===== config.mk =====
export PLATFORM = sky130hd
export DESIGN_NAME = control_filtro_iir
export DESIGN_NICKNAME = d
export VERILOG_FILES = /design/src/rtl/filtro_pkg.sv /design/src/rtl/detector_flanco.sv /design/src/rtl/control_filtro_iir.sv
export SDC_FILE = /design/constraint.sdc
export NUM_CORES = 1
export LEC_CHECK = 0
export ABC_AREA = 1
export BUFFER_PORTS_ARGS = -buffer_cell sky130_fd_sc_hd__buf_2
export CAP_MARGIN = 10
export CORE_UTILIZATION = 55
export CTS_CLUSTER_DIAMETER = 100
export DETAILED_ROUTE_END_ITERATION = 8
export PLACE_DENSITY = 0.79
export SLEW_MARGIN = 10
export SYNTH_ARGS = -nofsm -noshare
export SYNTH_HDL_FRONTEND = slang
export SYNTH_SLANG_ARGS = --single-unit
export TNS_END_PERCENT = 10

===== constraint.sdc =====
create_clock -name Clk -period 2.5 [get_ports Clk]
set_input_delay 0.75 -clock Clk [delete_from_list [all_inputs] [get_ports Clk]]
set_output_delay 0.75 -clock Clk [all_outputs]
set_load 0.02 [all_outputs]

===== src/rtl/filtro_pkg.sv =====
// filtro_pkg
// Shared definitions for the IIR filter controller and its datapath:
// FSM state encoding, products per output sample, and the Sel operand
// indices used to pick coefficient/operand pairs in the shared MAC.
package filtro_pkg;

    // Products per output sample: u[k], u[k-1], u[k-2], y[k-1], y[k-2]
    localparam int NUM_PROD = 5;

    // Sel operand / coefficient indices
    localparam logic [2:0] IDX_U0 = 3'd0;
    localparam logic [2:0] IDX_U1 = 3'd1;
    localparam logic [2:0] IDX_U2 = 3'd2;
    localparam logic [2:0] IDX_Y1 = 3'd3;
    localparam logic [2:0] IDX_Y2 = 3'd4;

    typedef enum logic [2:0] {
        IDLE      = 3'd0,
        CARGA     = 3'd1,
        MAC       = 3'd2,
        ACTUALIZA = 3'd3,
        LISTO     = 3'd4
    } estado_t;

endpackage


===== src/rtl/detector_flanco.sv =====
// detector_flanco
// Rising-edge detector. The previous-value register resets to RST_VAL so
// the caller decides whether a level already high at reset release counts
// as an edge.
// Ports:
//   clk    - clock, rising edge
//   rst    - synchronous active-high reset
//   d      - level input
//   flanco - combinational pulse, d=1 while registered previous d=0
module detector_flanco #(
    parameter logic RST_VAL = 1'b1
) (
    input  logic clk,
    input  logic rst,
    input  logic d,
    output logic flanco
);

    logic d_prev;

    always_ff @(posedge clk) begin
        if (rst) d_prev <= RST_VAL;
        else     d_prev <= d;
    end

    assign flanco = d & ~d_prev;

endmodule


===== src/rtl/control_filtro_iir.sv =====
// control_filtro_iir
// Sequencer for a single-MAC IIR filter. Each ADC sample start walks
// IDLE -> CARGA -> MAC (NUM_PROD cycles) -> ACTUALIZA -> LISTO. One extra
// start may be queued in a one-deep pending flag; a start arriving while
// that flag is already set is dropped and flagged on Error_Overrun.
// Ports:
//   Clk, Reset      - clock, synchronous active-high reset
//   Bandera_ADC     - ADC sample-valid level (rising edge = start)
//   En_Uk, Clr_Acum - load input sample, clear accumulator (CARGA)
//   En_Acum, Sel    - accumulate product of operand/coefficient Sel (MAC)
//   Resta           - subtract product (feedback terms y[k-1], y[k-2])
//   En_Yk, En_Retardo - load saturated Yk, shift delay lines (ACTUALIZA)
//   Bandera_Listo   - new Yk valid (LISTO)
//   Error_Overrun   - a start was dropped
module control_filtro_iir #(
    parameter int NUM_PROD = filtro_pkg::NUM_PROD,
    parameter int SEL_W    = 3
) (
    input  logic             Clk,
    input  logic             Reset,
    input  logic             Bandera_ADC,
    output logic             En_Uk,
    output logic             Clr_Acum,
    output logic             En_Acum,
    output logic [SEL_W-1:0] Sel,
    output logic             Resta,
    output logic             En_Yk,
    output logic             En_Retardo,
    output logic             Bandera_Listo,
    output logic             Error_Overrun
);
    import filtro_pkg::*;

    localparam logic [SEL_W-1:0] ULTIMO = SEL_W'(NUM_PROD - 1);

    estado_t          estado, estado_n;
    logic [SEL_W-1:0] cnt, cnt_n;
    logic             pend, pend_n;
    logic             overrun_n;
    logic             inicio;

    // Previous ADC level resets high: a level held across reset is not a start
    detector_flanco #(.RST_VAL(1'b1)) u_flanco (
        .clk    (Clk),
        .rst    (Reset),
        .d      (Bandera_ADC),
        .flanco (inicio)
    );

    always_comb begin
        estado_n  = estado;
        cnt_n     = cnt;
        pend_n    = pend;
        overrun_n = 1'b0;

        // Starts outside IDLE queue one deep; beyond that they are lost
        if (inicio && estado != IDLE) begin
            if (pend) overrun_n = 1'b1;
            else      pend_n    = 1'b1;
        end

        case (estado)
            IDLE: begin
                if (inicio || pend) begin
                    estado_n = CARGA;
                    // Serving a pending sample while a new start arrives
                    // leaves the new one queued
                    pend_n   = inicio & pend;
                end
            end
            CARGA: begin
                estado_n = MAC;
                cnt_n    = '0;
            end
            MAC: begin
                if (cnt == ULTIMO) begin
                    estado_n = ACTUALIZA;
                    cnt_n    = '0;
                end else begin
                    cnt_n = cnt + 1'b1;
                end
            end
            ACTUALIZA: estado_n = LISTO;
            LISTO: begin
                if (pend) begin
                    estado_n = CARGA;
                    pend_n   = 1'b0;
                end else begin
                    // A start seen here with pend=0 set pend above, so
                    // IDLE hands it straight to CARGA next cycle
                    estado_n = IDLE;
                end
            end
            default: begin
                estado_n = IDLE;
                cnt_n    = '0;
            end
        endcase
    end

    // Outputs are registered from the next state so they line up with the
    // state register: effectively a Moore decode of (estado, cnt).
    always_ff @(posedge Clk) begin
        if (Reset) begin
            estado        <= IDLE;
            cnt           <= '0;
            pend          <= 1'b0;
            En_Uk         <= 1'b0;
            Clr_Acum      <= 1'b0;
            En_Acum       <= 1'b0;
            Sel           <= '0;
            Resta         <= 1'b0;
            En_Yk         <= 1'b0;
            En_Retardo    <= 1'b0;
            Bandera_Listo <= 1'b0;
            Error_Overrun <= 1'b0;
        end else begin
            estado        <= estado_n;
            cnt           <= cnt_n;
            pend          <= pend_n;
            En_Uk         <= (estado_n == CARGA);
            Clr_Acum      <= (estado_n == CARGA);
            En_Acum       <= (estado_n == MAC);
            Sel           <= (estado_n == MAC) ? cnt_n : '0;
            Resta         <= (estado_n == MAC) && (cnt_n >= SEL_W'(IDX_Y1));
            En_Yk         <= (estado_n == ACTUALIZA);
            En_Retardo    <= (estado_n == ACTUALIZA);
            Bandera_Listo <= (estado_n == LISTO);
            Error_Overrun <= overrun_n;
        end
    end

endmodule


==> flow_summary.toml <==
[setup_path]
crit_path_max_fanout = 2
critPathLaunchType = "register"
crit_family = "flip-flops"
crit_chain = "buf_2"
required_ps = 1750
cp-end-kind = "primary output"
path_class = "reg -> out"
slowest_delay_ps = 350
cp_slowest_cell = "dfxtp_1"
crit_buf_inv = 1
arrival_ps = 790

[clock_network]
hold_buffers = 0
cts_root_buffer = "clkbuf_4"
clock_sinks = 17
cts_tree = "built"
h-tree-depth = 1
cts_buffer_depth = 2
clk_latency_ps = 280
cts_setup_buffers = 0
cts_made_buffers = 3
clk_pin_slew_ps = 90
cts_resized = 0

[logic_synthesis]
async_flop_share_pct = 0
synth_area_leader_cell = "dfxtp_1"
synthFlopType = "dfxtp_1"
synth_edf_count = 0
synth-seq-cells = 17
postSynthCellCount = 91
yosysMostFrequentCell = "nand2_1"
synthTopCellsByArea = "dfxtp_1, nand2_1, nor2_1"
ys_warn_count = 0
post_synth.cell_area_avg_um2 = 8.030
netlist.area_leader.share_pct = 46.58
synthesis.nets = 96
yosysUniqueCellTypes = 18
netlist_area_um2 = 730.7
synth.top_cells.by_count = "nand2_1, dfxtp_1, nor2_1"
seq_area_frac_synth_pct = 46.58

[detailed_routing]
drc = 0
vias_per_cell = 4.815
firstDrtPassIters = 4
wl_per_cell_um = 10.43
dr_total_vias = 573
drtIter0Drc = 28
drt_wl_total_mm = 1.241
ant_nets = 0

[sta]
post-route-period-util_pct = 61.73
rsz0062_at_grt = "no"
hold_viol = 0
setup_viol = 0
tightest_slew_ps = 249.8
fin_crit_ps = 1543
maxSlewHeadroom_pct = 83.28
clock.fmax_mhz = 648.0
fin_ws_ps = 956.7
final.setup.tns_ps = 0
slew_viol_final = 0
fin_skew_ps = 2.585

[grt]
grt_max_degree = 10
grt_overflow = 0
antenna_found_initial = 0
grt_pass1_vias = 471
grt_use_total_pct = 20.66
grt_pass1_wl_mm = 1.966

[placed_design]
place_congestion = 0.7975
port_buffers = 13
pre_cts_ws_ps = 925.8
dp_hpwl_um = 947

[job]
max-cap-violations = 0

[power_and_ir_drop]
power_per_cell_area_nw_per_um2 = 565.6
p_leak_nw = 0.4122
vdd_drop_max_mv = 0.3308

[floorplan]
die_w_um = 38.45
ioPinCount = 14
start_util_pct = 62.39
core-area_um2 = 1171
die_h_um = 38.45
dieArea_um2 = 1478
rows = 12

[run_status]
status = "completed"

[cells_and_area]
drive_gt1_share_pct = 27.62
nNetsFinal = 111
area_delta_synth_final_pct = 11.30
diodes = 0

[min_path]
min_path_type = "reg -> reg"
-- path summary, 6_finish.rpt --
path,depth (start not counted),slack [ps],start,to
min reg2reg,2,480,pend,Error_Overrun
max reg2reg,7,1250,cnt[0],Resta
min,2,480,pend,Error_Overrun
max,1,960,En_Retardo,En_Yk
-- registers in the layout (all words and copies together) (netlist names) --
signal,cells
cnt,3
Sel,3
Error_Overrun,1
Resta,1
Clr_Acum,1
u_flanco.d_prev,1
pend,1
En_Acum,1
Bandera_Listo,1
estado,3
En_Retardo,1
-- placed cells by master, fill, tap and decap left out --
cell type,netlist,layout
buf_2,0,13
a21oi_2,1,1
dfxtp_1,17,17
ha_1,2,2
nand2_1,19,19
inv_2,2,2
nand3_1,4,4
nor2_8,1,1
a21oi_1,2,2
nor2_2,3,3
inv_1,14,14
o22ai_1,1,1
nor2_1,15,15
clkbuf_1,0,1
clkbuf_4,0,3
nand4_4,1,1
nand2_4,2,2
nand2_2,3,3
o21ai_0,1,1
-- routing by layer --
layer | vias up | global-route usage, % | share of wire (%)
met5 | - | 0 | 0
met2 | 29 | 33.05 | 46
met3 | 4 | 6.977 | 6.7
li1 | 297 | - | -
met4 | 0 | 10.34 | 1.4
met1 | 243 | 24.45 | 46
-- area by class of cell --
cell class                      count  area (µm²)
Clock buffer                        4       26.28
Fill cell                          98       357.8
Inverter                           16       60.06
Multi-Input combinational cell     55       304.0
Sequential cell                    17       340.3
Tap cell                           14       17.52
Timing Repair Buffer               13       65.06
-- logic make-up after synthesis --
family | count (synthesis) | share of synthesized area, %
AND/OR/NAND/NOR | 48 | 34.08
adder cells (fa/ha/maj) | 2 | 3.424
flip-flops | 17 | 46.58
buffers and inverters | 19 | 11.81
AO/OA/AOI/OAI | 5 | 4.110
-- power by group --
part | switching [W] | internal, W
clock network | 0.0000813 | 0.0000620
registers | 0.00000430 | 0.000276
logic | 0.0000250 | 0.0000116
-- metrics by stage --
stage	hold slack [ps]	std cells	total power, W	utilization [%]	area, µm²
finish	481.6	119	0.0004600	69.44	813.3
global route	513.3	119	0.0004786	69.44	813.3
CTS	478.6	119	0.0004627	69.44	813.3
detailed placement	461.3	115	0.0003226	67.20	787.0
global placement	461.8	115	0.0003214	67.20	787.0
floorplan	440.5	91	0.0003160	-	730.7
(Power assumes the default switching activity.)
